==> config.mk <==
export PLATFORM = sky130hd
export DESIGN_NAME = tz_stream_counter
export DESIGN_NICKNAME = d
export VERILOG_FILES = /design/src/rtl/tz_stream_counter.sv
export SDC_FILE = /design/constraint.sdc
export NUM_CORES = 1
export LEC_CHECK = 0
export ABC_AREA = 1
export BUFFER_PORTS_ARGS = -buffer_cell sky130_fd_sc_hd__buf_2
export CORE_MARGIN = 3
export CORE_UTILIZATION = 49
export DETAILED_ROUTE_END_ITERATION = 7
export HOLD_SLACK_MARGIN = 0.08
export PLACE_DENSITY = 0.82
export RECOVER_POWER = 100
export SLEW_MARGIN = 10
export SYNTH_ARGS = -nofsm -noshare
export SYNTH_HDL_FRONTEND = slang
export SYNTH_SLANG_ARGS = --single-unit
==> constraint.sdc <==
create_clock -name clk -period 4 [get_ports clk]
set_clock_uncertainty 0.1 [all_clocks]
set_input_delay 0.6 -clock clk [delete_from_list [all_inputs] [get_ports clk]]
set_output_delay 0.6 -clock clk [all_outputs]
set_load 0.1 [all_outputs]
==> src/rtl/tz_stream_counter.sv <==
// tz_stream_counter: streaming trailing-zero/one counter across multi-beat packets, one registered result per packet.
// Define TZC_PKT_STATS_EN to add the saturating completed-packet counter m_pkt_cnt.
module tz_stream_counter #(
    parameter int DATA_WIDTH = 32,
    parameter int MAX_BEATS  = 16,
    parameter int CNT_W      = $clog2(DATA_WIDTH*MAX_BEATS+1)
) (
    input  logic                  clk,
    input  logic                  reset,
    input  logic                  s_valid,
    output logic                  s_ready,
    input  logic [DATA_WIDTH-1:0] s_data,
    input  logic                  s_last,
    input  logic                  s_ones,
    output logic                  m_valid,
    input  logic                  m_ready,
    output logic [CNT_W-1:0]      m_count,
    output logic                  m_all,
    output logic                  m_overflow
`ifdef TZC_PKT_STATS_EN
    ,
    output logic [15:0]           m_pkt_cnt
`endif
);
    localparam int TZ_W  = $clog2(DATA_WIDTH+1);
    localparam int IDX_W = $clog2(MAX_BEATS+1);
    localparam logic [IDX_W-1:0] IDX_MAX = IDX_W'(MAX_BEATS);
    localparam logic [0:0] FIRST = 1'b0;
    localparam logic [0:0] ACCUM = 1'b1;

    logic [0:0]            state;
    logic [CNT_W-1:0]      acc, acc_n;
    logic [IDX_W-1:0]      beat_idx;
    logic [DATA_WIDTH-1:0] w;
    logic [TZ_W-1:0]       tz;
    logic                  found, found_n, ovf, ovf_n, mode, eff_mode, fire, in_range, counting;

    assign s_ready  = !m_valid || m_ready;
    assign fire     = s_valid && s_ready;
    assign eff_mode = (state == FIRST) ? s_ones : mode;
    assign w        = eff_mode ? ~s_data : s_data;
    assign in_range = beat_idx < IDX_MAX;
    assign counting = in_range && !found;
    assign acc_n    = counting ? acc + CNT_W'(tz) : acc;
    assign found_n  = found || (counting && |w);
    assign ovf_n    = ovf || !in_range;

    // Scan from the top so the lowest set bit wins.
    always_comb begin
        tz = TZ_W'(DATA_WIDTH);
        for (int i = DATA_WIDTH-1; i >= 0; i--)
            if (w[i]) tz = TZ_W'(i);
    end

    always_ff @(posedge clk) begin
        if (reset) begin
            state      <= FIRST;
            acc        <= '0;
            found      <= 1'b0;
            ovf        <= 1'b0;
            beat_idx   <= '0;
            mode       <= 1'b0;
            m_valid    <= 1'b0;
            m_count    <= '0;
            m_all      <= 1'b0;
            m_overflow <= 1'b0;
        end else begin
            if (fire && state == FIRST) mode <= s_ones;
            if (fire && s_last) begin
                state    <= FIRST;
                acc      <= '0;
                found    <= 1'b0;
                ovf      <= 1'b0;
                beat_idx <= '0;
            end else if (fire) begin
                state    <= ACCUM;
                acc      <= acc_n;
                found    <= found_n;
                ovf      <= ovf_n;
                beat_idx <= in_range ? beat_idx + 1'b1 : IDX_MAX;
            end
            if (fire && s_last) begin
                m_valid    <= 1'b1;
                m_count    <= acc_n;
                m_all      <= !found_n;
                m_overflow <= ovf_n;
            end else if (m_ready) begin
                m_valid    <= 1'b0;
            end
        end
    end

`ifdef TZC_PKT_STATS_EN
    always_ff @(posedge clk) begin
        if (reset) m_pkt_cnt <= '0;
        else if (fire && s_last && m_pkt_cnt != 16'hFFFF) m_pkt_cnt <= m_pkt_cnt + 16'd1;
    end
`endif
endmodule

# Word-level counts from Yosys, hierarchy flattened
# Index checks and enable logic that the tools add are counted.
totals:
  inputBits: 38
  reg_bits: 32
  wordCells: 68
op_classes:
  add_sub_neg: 2
  n_mux: 38
  reduce_logical: 15
  n_lt_le_gt_ge: 1
  bitwise: 2
op_table:
  columns: ["op", "n"]
  rows:
  - ["$mux W6", 32]
  - ["$mux W32", 1]
  - ["$not A32 Y32", 1]
  - ["$reduce_or A32 Y1", 1]
  - ["$add A10 B6 Y10", 1]
  - ["$mux W10", 1]
  - ["$add A5 B1 Y5 const B", 1]
  - ["$logic_and A1 B1 Y1", 5]
  - ["$lt A5 B5 Y1 const B", 1]
  - ["$mux W5", 1]
  - ["$logic_not A1 Y1", 4]
  - ["$logic_or A1 B1 Y1", 3]
  - ["$mux W1", 3]
  - ["$reduce_bool A2 Y1", 1]
  - ["$reduce_or A2 Y1", 1]
  - ["$not A1 Y1", 1]

# Longest topological paths before layout
depth:
  word_depth: 36
  depth_mapped: 49

# Worst setup path after synthesis
# No wires, ideal clock.
synth_path:
  kind: "input -> register"
  start: "input s_ones"
  end: "register acc[8]"
  n_path_buf: 1
  required_time_ns: 3.784
  setup_slack_ns: -0.163
  path_stages: 42
  t_arrival_ns: 3.947
  path_cell_list: "nand2_4 > nand2_4 > buf_12 > xor2_1 > inv_2 > nand2_1 > nand2_1 > nand2_1 > nand2_1 > nand2_1 > nand2_1 > nand2_1 > nand2_1 > nand2_1 > nand2_1 > nand2_1 > nand2_1 > nand2_1 > [... 6 more ...] > nand2_1 > nand2_1 > nand2_1 > nand2_1 > nand2_1 > a21oi_2 > ha_1 > inv_1 > fa_1 > o31ai_1 > a21oi_1 > nor2_1 > o21ai_0 > nand3b_1 > xor2_1 > nand2_1 > o211ai_1 > inv_1"
synth_via:
  elab_chain_cells: 36
synth_lines:
  columns: ["item", "line_no", "text"]
  rows:
  - ["from (decl)", "14", "input logic s_ones,"]
  - ["$mux W1 *", "40", "assign eff_mode = (state == FIRST) ? s_ones : mode;"]
  - ["$mux W32 *", "41", "assign w = eff_mode ? ~s_data : s_data;"]
  - ["$mux W6 (31 in a row)", "52", "if (w[i]) tz = TZ_W'(i);"]
  - ["$mux W6 *", "52", null]
  - ["$add A10 B6 Y10 *", "44", "assign acc_n = counting ? acc + CNT_W'(tz) : acc;"]
  - ["$mux W10 *", "44", null]
  - ["to (signal assigned)", "77", "acc <= acc_n;"]
  - ["to (decl)", "32", "logic [CNT_W-1:0] acc, acc_n;"]
# Mark *: on every way between the ends. The rest lies on a longest branch, timed or not.
# A chain may end at the register's enable or synchronous reset.

# Final worst setup path
layout_path:
  start: "register state"
  end: "register acc[8]"
layout_via:
  elab_chain_cells: 36
layout_lines:
  columns: ["item", "line_no", "text"]
  rows:
  - ["from (decl)", "31", "logic [0:0] state;"]
  - ["from (signal assigned)", "57", "state <= FIRST;"]
  - ["from (signal assigned)", "70", "state <= FIRST;"]
  - ["from (signal assigned)", "76", "state <= ACCUM;"]
  - ["$mux W1 *", "40", null]
  - ["$mux W32 *", "41", null]
  - ["$mux W6 (31 in a row)", "52", null]
  - ["$mux W6 *", "52", null]
  - ["$add A10 B6 Y10 *", "44", null]
  - ["$mux W10 *", "44", null]
# Marked as above.

==> metrics <==
initial core utilization 52.0%; measured slew at the worst slew-check pin 1.17 ns; Leak 0.00159 uW; DP HPWL 3620 um; cts bufs inserted 5; Root Buffer clkbuf_8; register-to-register setup slack -0.18 ns; GRT Util Overall 17.0%; Ys Warns 0; critical path's most frequent cell nand2_1; CTS HTree Levels 2; syn avg cell area 6.66 um^2; R2R depth 47; fin worst setup slack -0.183 ns; Cell Pwr Density 316 nW/um^2; setup violators final 4; Synth area leaders dfxtp_1, nand2_1, xor2_1, inv_1, o21ai_0; CP max stage delay 0.36 ns; placed insts 470; gr ovfl total 0; CP required 4.08 ns; CP max stage cell dfxtp_4; core box area 4470 um^2; Fin. Hold Viols 0; Synth top area share 27.5%; critical path peak fanout 7; worst hold path cell count 2; Ports 52; syn_nets 395; Final ANT Viol Nets 0; Final Routed Wirelength 4600 um; layout cells sized above 1 24.8%; via count 2297; Nets 477; number of global-route vias before repair 1960; vias per inst 4.75; FP Rows 24; Min Hold Slack 0.364 ns; I/O Buffers 51; clock share of power 26.2%; CTS tree done; Gate power share 36.9%; max-cap violation count 0; Die Area 5610 um^2; cell-internal power 613 uW; NetSw 339 uW; switch share 35.6%; Startpoint Class flip-flop; DRC 0; Yosys reg bits 32; Die Y 74.9 um; Synth area leader dfxtp_1; TritonRoute pass-1 iters 4; final std cells w/o fill 484; crit-path leading delay family simple AND/OR/NAND/NOR gates; Worst-Skew Late Latency 0.28 ns; RePlAce Congestion 0.766; unrepaired setup endpoints after global routing true; Hold Path Class flip-flop to flip-flop; Max IR drop VDD 0.000138 V; hold-fix buffers at CTS 0; Netlist cell types 32; CP Capture Type flip-flop; Slew Viols, Final 0; Critical Path AT 4.26 ns; Clk pin slew, worst setup/hold paths 0.06 ns; Max clock buf depth 2; DR iter-0 viols 138; Tmin final 4.18 ns; # diodes 0; Die X 74.9 um; largest net degree at the start of global routing 22; Layout area overhead 29.6%; RR Startpoint state; r2r endpoint acc[8]; DR WL/cell 9.50 um; final critical-path share of the clock period 105%; Hold EP m_count[0]; Syn Inst Count 349; CTS Sinks 32; WP buf/inv 3; initial antenna violation count 0; Netlist Area Pre-Place 2330 um^2; CP Class flip-flop to flip-flop; maximum clock rate 239 MHz; status finished with violations; Hold Startpoint m_count[0]; failing checks setup timing; first-pass GRT wire length 7560 um; relative slew slack 22.6%; sequential fraction of the synthesis area 27.5%; Flop pwr share 36.9%
==> state kept, by name, indices dropped and copies added, names as in the netlist <==
register,count
m_count,10
state,1
beat_idx,5
m_overflow,1
ovf,1
m_valid,1
acc,10
m_all,1
mode,1
found,1
==> power by group through the flow <==
stage / Clock, uW / Sequential [uW] / Combinational (uW)
global route: 268 / 353 / 399
floorplan: 0 / 404 / 199
CTS: 257 / 351 / 350
global placement: 0 / 356 / 328
detailed placement: 0 / 357 / 336
finish: 249 / 352 / 352
==> cell type report <==
type	instances	area [um^2]
tap	52	65.1
timing repair buffer	83	495
multi-input combinational	241	1460
clock buffer	8	90.1
fill	381	1460
sequential	32	644
inverter	68	258
==> worst max path at each step <==
stage          startpoint  depth (start not counted)  slack (ns)     end
2_1_floorplan      s_ones                         43        0.01  acc[8]
3_3_place_gp       s_ones                         47       -0.36  acc[8]
4_1_cts             state                         47       -0.11  acc[8]
5_1_grt             state                         47       -0.71  acc[8]
6_report            state                         47       -0.18  acc[8]
3_5_place_dp       s_ones                         47       -0.48  acc[8]
==> layout by cell type, fill, tap and decap left out, drive strengths merged, types with 6 or more instances in the layout <==
| master | count |
|---|---|
| a21oi | 22 |
| buf | 69 |
| clkbuf | 22 |
| dfxtp | 32 |
| ha | 7 |
| inv | 67 |
| nand2 | 84 |
| nand3 | 8 |
| nor2 | 32 |
| nor3 | 6 |
| o21ai | 28 |
| xor2 | 34 |
==> cells in the mapped netlist <==
master and number:
a21oi_1 21, a21oi_2 1, a31oi_1 3, buf_12 1, buf_6 2, clkbuf_1 5, clkinv_1 1, dfxtp_1 32
fa_1 1, ha_1 7, inv_1 62, inv_2 5, mux2i_1 1, nand2_1 81, nand2_2 1, nand2_4 2
nand3_1 8, nand3b_1 2, nand4_1 1, nor2_1 32, nor3_1 3, nor3_2 2, nor3_4 1, nor3b_1 1
o211ai_1 5, o21ai_0 28, o31ai_1 1, o31ai_2 1, xnor2_1 3, xnor2_2 1, xor2_1 33, xor2_2 1
==> through the flow <==
step                setup TNS [ns]  total power [uW]  instance area [um^2]  util, %  worst slack, ns
floorplan                        0               603                  2350        -           0.0141
global placement             -1.52               683                  2800     62.7           -0.357
detailed placement           -2.43               693                  2800     62.7           -0.482
CTS                         -0.184               957                  2990     66.8           -0.105
global route                 -5.99              1020                  3020     67.4           -0.711
finish                      -0.411               952                  3020     67.4           -0.183
==> layer usage <==
| layer | part of all wire [%] | GRT usage (%) | up-vias | wire length (um) |
|---|---|---|---|---|
| met5 | 0 | 0 | - | 0 |
| met3 | 5.2 | 2.80 | 6 | 241 |
| met1 | 45 | 20.3 | 988 | 2050 |
| met4 | 2.0 | 7.71 | 0 | 90 |
| li1 | - | - | 1249 | - |
| met2 | 48 | 29.7 | 54 | 2210 |
==> logic make-up (layout without fill, tap and decap cells) <==
| family | Yosys count | after routing | share of synthesized area [%] |
|---|---|---|---|
| XOR/XNOR | 38 | 38 | 15.0 |
| adder cells (fa/ha/maj) | 8 | 8 | 4.63 |
| AO/OA/AOI/OAI | 60 | 60 | 14.2 |
| flip-flops | 32 | 32 | 27.5 |
| multiplexers | 1 | 1 | 0.430 |
| AND/OR/NAND/NOR | 134 | 134 | 24.6 |
| buffers and inverters | 76 | 159 | 13.6 |
==> worst reg2reg max path, delay by kind of cell (launching register included) <==
family | cells | cell delay [ns]
AND/OR/NAND/NOR | 36 | 2.10
buffers and inverters | 3 | 0.17
XOR/XNOR | 1 | 0.19
adder cells (fa/ha/maj) | 2 | 0.55
AO/OA/AOI/OAI | 5 | 0.59
flip-flops | 1 | 0.36
==> timing repair <==
item / CTS / global route
pin swaps: 1 / 8
setup buffers: 4 / 2
setup endpoints to repair: 2 / 15
gates resized for setup: 19 / 9
Power figures use the tool's default switching activity.
